### config.mk
export PLATFORM = sky130hd
export DESIGN_NAME = wb_lsu_master
export DESIGN_NICKNAME = d
export VERILOG_FILES = /design/src/rtl/riscv_defines.sv /design/src/rtl/wb_lsu_align.sv /design/src/rtl/wb_lsu_master.sv
export SDC_FILE = /design/constraint.sdc
export NUM_CORES = 1
export LEC_CHECK = 0
export ABC_AREA = 1
export CAP_MARGIN = 20
export CORE_UTILIZATION = 60
export CTS_CLUSTER_DIAMETER = 60
export CTS_CLUSTER_SIZE = 30
export DETAILED_ROUTE_END_ITERATION = 16
export DONT_BUFFER_PORTS = 1
export PLACE_DENSITY = 0.88
export SYNTH_ARGS = -nofsm -noshare
export SYNTH_HDL_FRONTEND = slang
export SYNTH_SLANG_ARGS = --single-unit
export TNS_END_PERCENT = 50
### constraint.sdc
create_clock -name clk -period 4.6 [get_ports clk]
set_clock_uncertainty 0.1 [all_clocks]
set_input_delay 0.46 -clock clk [delete_from_list [all_inputs] [get_ports clk]]
set_output_delay 0.46 -clock clk [all_outputs]
set_load 0.01 [all_outputs]
### src/rtl/riscv_defines.sv
// riscv_defines: shared RV32 load/store funct3 encodings, access sizes and LSU state type
package riscv_defines;
  localparam logic [2:0] F3_LB = 3'b000, F3_LH = 3'b001, F3_LW = 3'b010, F3_LBU = 3'b100, F3_LHU = 3'b101;
  localparam logic [2:0] F3_SB = 3'b000, F3_SH = 3'b001, F3_SW = 3'b010;
  localparam logic [1:0] SZ_B = 2'b00, SZ_H = 2'b01, SZ_W = 2'b10;
  typedef enum logic [1:0] {ST_IDLE, ST_BUS, ST_RESP} lsu_state_e;
  function automatic logic f3_illegal(input logic we, input logic [2:0] f3);
    return we ? !(f3 inside {F3_SB, F3_SH, F3_SW}) : !(f3 inside {F3_LB, F3_LH, F3_LW, F3_LBU, F3_LHU});
  endfunction
  function automatic logic addr_misaligned(input logic [2:0] f3, input logic [1:0] a);
    return (f3[1:0] == SZ_H && a[0]) || (f3[1:0] == SZ_W && a != 2'b00);
  endfunction
endpackage

### src/rtl/wb_lsu_align.sv
// wb_lsu_align: byte-lane select, store replication and load extraction/extension
module wb_lsu_align
  import riscv_defines::*;
(
  input  logic [2:0]  funct3,
  input  logic [1:0]  addr_lo,
  input  logic [31:0] wdata,
  input  logic [31:0] bus_rdata,
  output logic [3:0]  sel,
  output logic [31:0] dat_o,
  output logic [31:0] rdata
);
  logic [31:0] sh;
  always_comb begin
    sel = funct3[1:0] == SZ_B ? 4'b0001 << addr_lo : funct3[1:0] == SZ_H ? 4'b0011 << addr_lo : 4'b1111;
    dat_o = funct3[1:0] == SZ_B ? {4{wdata[7:0]}} : funct3[1:0] == SZ_H ? {2{wdata[15:0]}} : wdata;
    sh = bus_rdata >> {addr_lo, 3'b000};
    rdata = funct3 == F3_LB  ? {{24{sh[7]}}, sh[7:0]} :
            funct3 == F3_LH  ? {{16{sh[15]}}, sh[15:0]} :
            funct3 == F3_LBU ? {24'h0, sh[7:0]} :
            funct3 == F3_LHU ? {16'h0, sh[15:0]} :
            funct3 == F3_LW  ? sh : 32'h0;
  end
endmodule

### src/rtl/wb_lsu_master.sv
// wb_lsu_master: one RV32 load/store request to one Wishbone B4 classic cycle with fault reporting
module wb_lsu_master
  import riscv_defines::*;
#(
  parameter int TIMEOUT_CYCLES = 255
) (
  input  logic        clk,
  input  logic        rst_n,
  input  logic        req_valid,
  output logic        req_ready,
  input  logic        req_we,
  input  logic [2:0]  req_funct3,
  input  logic [31:0] req_addr,
  input  logic [31:0] req_wdata,
  output logic        rsp_valid,
  output logic [31:0] rsp_rdata,
  output logic        rsp_err,
  output logic        rsp_misalign,
  output logic [31:0] dwb_adr_o,
  output logic [31:0] dwb_dat_o,
  output logic [3:0]  dwb_sel_o,
  output logic        dwb_we_o,
  output logic        dwb_cyc_o,
  output logic        dwb_stb_o,
  input  logic [31:0] dwb_dat_i,
  input  logic        dwb_ack_i,
  input  logic        dwb_err_i
);
  localparam int WD_W = ($clog2(TIMEOUT_CYCLES + 1) > 8) ? $clog2(TIMEOUT_CYCLES + 1) : 8;
  localparam logic [WD_W-1:0] WD_LAST = WD_W'(TIMEOUT_CYCLES == 0 ? 0 : TIMEOUT_CYCLES - 1);
  lsu_state_e state_q, state_d;
  logic we_q, err_q, mis_q;
  logic [2:0] f3_q;
  logic [31:0] addr_q, wdata_q, dat_q;
  logic [WD_W-1:0] wd_q;
  logic accept, illegal, misal, timeout, term_err;
  logic [3:0] sel;
  logic [31:0] wdat, ldat;
  wb_lsu_align u_align (
    .funct3(f3_q),
    .addr_lo(addr_q[1:0]),
    .wdata(wdata_q),
    .bus_rdata(dat_q),
    .sel(sel),
    .dat_o(wdat),
    .rdata(ldat)
  );
  always_comb begin
    accept = req_valid && state_q == ST_IDLE;
    illegal = f3_illegal(req_we, req_funct3);
    misal = !illegal && addr_misaligned(req_funct3, req_addr[1:0]);
    timeout = TIMEOUT_CYCLES != 0 && wd_q == WD_LAST;
    term_err = dwb_err_i || timeout;
    state_d = state_q == ST_IDLE ? (accept ? (illegal || misal ? ST_RESP : ST_BUS) : ST_IDLE) :
              state_q == ST_BUS  ? (term_err || dwb_ack_i ? ST_RESP : ST_BUS) : ST_IDLE;
    req_ready = state_q == ST_IDLE;
    dwb_cyc_o = state_q == ST_BUS;
    dwb_stb_o = dwb_cyc_o;
    dwb_adr_o = dwb_cyc_o ? {addr_q[31:2], 2'b00} : 32'h0;
    dwb_sel_o = dwb_cyc_o ? sel : 4'h0;
    dwb_dat_o = dwb_cyc_o ? wdat : 32'h0;
    dwb_we_o = dwb_cyc_o && we_q;
    rsp_valid = state_q == ST_RESP;
    rsp_err = rsp_valid && err_q;
    rsp_misalign = rsp_valid && mis_q;
    rsp_rdata = rsp_valid && !we_q && !err_q && !mis_q ? ldat : 32'h0;
  end
  always_ff @(posedge clk or negedge rst_n) begin
    if (!rst_n) state_q <= ST_IDLE;
    else state_q <= state_d;
  end
  // err beats ack in the same cycle, so data is only captured on a clean ack
  always_ff @(posedge clk or negedge rst_n) begin
    if (!rst_n) begin
      we_q <= 1'b0;
      f3_q <= 3'b0;
      addr_q <= 32'h0;
      wdata_q <= 32'h0;
      dat_q <= 32'h0;
      err_q <= 1'b0;
      mis_q <= 1'b0;
      wd_q <= '0;
    end else if (accept) begin
      we_q <= req_we;
      f3_q <= req_funct3;
      addr_q <= req_addr;
      wdata_q <= req_wdata;
      err_q <= illegal;
      mis_q <= misal;
      wd_q <= '0;
    end else if (state_q == ST_BUS) begin
      wd_q <= &wd_q ? wd_q : wd_q + 1'b1;
      err_q <= term_err;
      if (dwb_ack_i && !term_err) dat_q <= dwb_dat_i;
    end else if (state_q == ST_RESP) begin
      err_q <= 1'b0;
      mis_q <= 1'b0;
    end
  end
endmodule

==> summary.md <==
| Metric | Value |
|---|---|
| Status | `completed` |
| Sw Ratio | `40.02%` |
| Max-slew violations | `0` |
| Worst hold path depth | `2` |
| Mapped Area | `6361 sq um` |
| Period utilization | `70.83%` |
| Inst Count DP | `1025` |
| H-tree depth | `3` |
| Diodes inserted | `0` |
| Final min period | `3.258 ns` |
| Crit. End Element | `output port` |
| Critical R2R Capture | `wd_q[1]` |
| # rows | `37` |
| Net switching power | `1.194 mW` |
| First-pass iteration count of the detailed router | `5` |
| WL met1 | `6.888 mm` |
| Initial DRC count | `559` |
| Share of cells above drive strength 1 | `around 5.6%` |
| First-pass GRT wire length | `25.56 mm` |
| Final setup fails | `0` |
| Setup TNS | `0 ns` |
| CTS Root Cell | `clkbuf_8` |
| Layout area overhead | `3.600%` |
| Register-to-register setup slack | `between 1.5 and 2 ns` |
| Hold EP | `addr_q[14]` |
| Die ar. | `about 11000 sq um` |
| Syn Area/Cell | `6.818 sq um` |
| Routed Antenna Nets | `0` |
| Core area | `approximately 10000 sq um` |
| Port bufs | `0` |
| Tot GR Track Use | `roughly 30%` |
| Pwr dens | `452.8 nW/um^2` |
| GR Overflow Total | `0` |
| Die X | `105.0 um` |
| Die span in y | `105.0 um` |
| WL met2 | `between 7 and 8 mm` |
| Vias in the first global route | `5119` |
| Initial antenna violation count | `0` |
| Area occupied by multi-input gates | `2945 sq um` |
| I/O pin cnt | `212` |
| Pint | `1.790 mW` |
| Worst Path Arrival | `2.70 ns` |
| Clock-pin transition on the worst setup and hold timing paths | `0.13 ns` |
| Reg2reg start | `state_q[1]` |
| Seq/Total Area, Yosys | `44.06%` |
| Post-synth EDFFs | `0` |
| Max layer used | `met4` |
| Worst hold path class | `input port to flop` |
| Logic pwr share | `29.7%` |
| WS Path Type | `flop to output port` |
| GP Congestion | `approximately 0.91` |
| Pin count of the biggest net entering global routing | `approximately 110` |
| Final cell count without fillers | `1044` |
| Average vias per placed instance | `between 5 and 6` |
| CTS tree | `done` |
| Layout Nets | `1017` |
| Critical Path Source Type | `flop` |
| Pleak | `between 3 and 4 nW` |
| Clk buf depth | `2` |
| Critical Path RT | `4.04 ns` |
| Wire per inst | `14.92 um` |
| Post-synthesis cell count | `approximately 930` |
| Max-slew headroom | `32.32%` |
| Critical Path Fanout Max | `25` |
| Area occupied by registers | `2803 sq um` |
| Final hold violation count | `0` |
| Prevailing post-synth register cell | `dfrtp_1` |
| HPWL after DPL | `10.57 mm` |
| Routed met3 length | `about 1.2 mm` |
| Seq pwr share | `48.1%` |
| Syn. warnings | `0` |
| RSZ-0062 raised after global routing | `false` |
| Synth async-reset ratio | `100.0%` |
| Worst Reg-to-Reg Cells | `7` |
| Synthesis-stage register bit count | `about 110` |
| Slew @ Worst Pin | `1.013 ns` |
| Maxcap violations | `0` |
| Worst-skew pair later-pin latency | `0.38 ns` |
| Maximum VDD drop | `237.8 uV` |
| Hold Path Origin | `req_addr[14]` |
| Clock power frac | `around 22%` |
| Fill cell count | `907` |
| Starting Density | `between 60 and 70%` |
| Total CTS buffers | `9` |
| Residual DRC count | `0` |
| Total routed wirelength | `15.58 mm` |
| Synth cell types | `29` |
| Clk sinks | `112` |
| Via count | `5698` |
| Maximum clock rate | `a little over 0.3 GHz` |
[layout by cell type (no fill, tap or decap), types with 8 or more instances in the layout]
cell type    n
nand2_1    430
dfrtp_1    112
inv_1       93
nor2_1      70
o21ai_0     60
a21oi_1     29
nand3_1     26
o21ai_1     18
nor2_2      10
clkbuf_8     9
ha_1         8
[final cells by class]
cell class	count	area share (%)
multi-input combinational	676	44.69
tap	136	2.582
clock buffer	9	1.880
timing repair buffer	6	1.215
inverter	98	5.582
clock inverter	7	1.519
sequential	112	42.53
[critical path, cell delays in order (launching register included)]
cell,delay [ns]
dfrtp_1,0.86
inv_1,0.48
nand3_1,0.57
inv_1,0.14
a21oi_1,0.18
nor2_2,0.08
[synthesized netlist by cell type (9+ instances only)]
master	number	area share [%]
a21oi_1	29	2.3
buf_2	14	1.1
buf_4	9	1.1
clkbuf_1	21	1.2
dfrtp_1	112	44
ha_1	9	1.8
inv_1	93	5.5
nand2_1	431	25
nand3_1	26	2.0
nor2_1	70	4.1
nor2_2	10	0.98
o21ai_0	60	4.7
o21ai_1	18	1.4
[state kept, by name (all words and copies together) (netlist names)]
signal   flops
dat_q       32
mis_q        1
wdata_q     32
addr_q      32
f3_q         3
err_q        1
wd_q         8
we_q         1
state_q      2
[layer usage]
| metal | vias to the layer above | track usage [%] |
|---|---|---|
| li1 | 2769 | - |
| met1 | 2631 | 42.11 |
| met2 | 273 | 43.80 |
| met3 | 25 | 6.301 |
| met4 | 0 | 9.859 |
| met5 | - | 0 |
[timing repair]
item,4_1_cts,5_1_grt
resized for setup,0,0
hold endpoints to repair,112,0
hold buffers,2,0
buffers inserted,0,0
[power by group through the flow]
| stage | combinational (mW) | clock, mW | sequential (mW) |
|---|---|---|---|
| finish | 0.887 | 0.663 | 1.43 |
| global route | 1.02 | 0.705 | 1.47 |
| CTS | 0.877 | 0.674 | 1.43 |
| detailed placement | 0.852 | 0 | 1.44 |
| global placement | 0.831 | 0 | 1.44 |
| floorplan | 0.726 | 0 | 1.38 |
[cells by family (layout without fill, tap and decap cells)]
kind of cell	Yosys count	count (layout)	synth area share, %
other cells	1	2	0.05895
buf+inv	146	120	9.776
compound gates	109	109	8.773
fa+ha+maj	9	9	1.770
simple gates	554	554	35.29
flops	112	112	44.06
xor+xnor	2	2	0.2754
[metrics by stage]
step / power (mW) / cell area [sq um] / worst slack, ns / hold slack, ns / utilization [%]
floorplan: 2.101 / 6365 / 2.612 / 0.06441 / -
global placement: 2.271 / 6309 / 1.857 / 0.06847 / 61.11
detailed placement: 2.295 / 6309 / 1.837 / 0.06823 / 61.11
CTS: 2.977 / 6570 / 1.402 / 0.05072 / 63.64
global route: 3.193 / 6590 / 1.128 / 0.04831 / 63.83
finish: 2.984 / 6590 / 1.342 / 0.06731 / 63.83
[how the worst max path moves through the flow]
stage	startpoint	end	slack, ns	cells after the start
floorplan	state_q[1]	dwb_sel_o[1]	2.61	6
global placement	addr_q[1]	rsp_rdata[17]	1.86	5
detailed placement	addr_q[1]	rsp_rdata[18]	1.84	5
CTS	addr_q[1]	rsp_rdata[20]	1.40	5
global route	addr_q[1]	rsp_rdata[18]	1.13	5
finish	addr_q[1]	rsp_rdata[23]	1.34	5
Note: power is estimated with default switching activity, not from simulation.
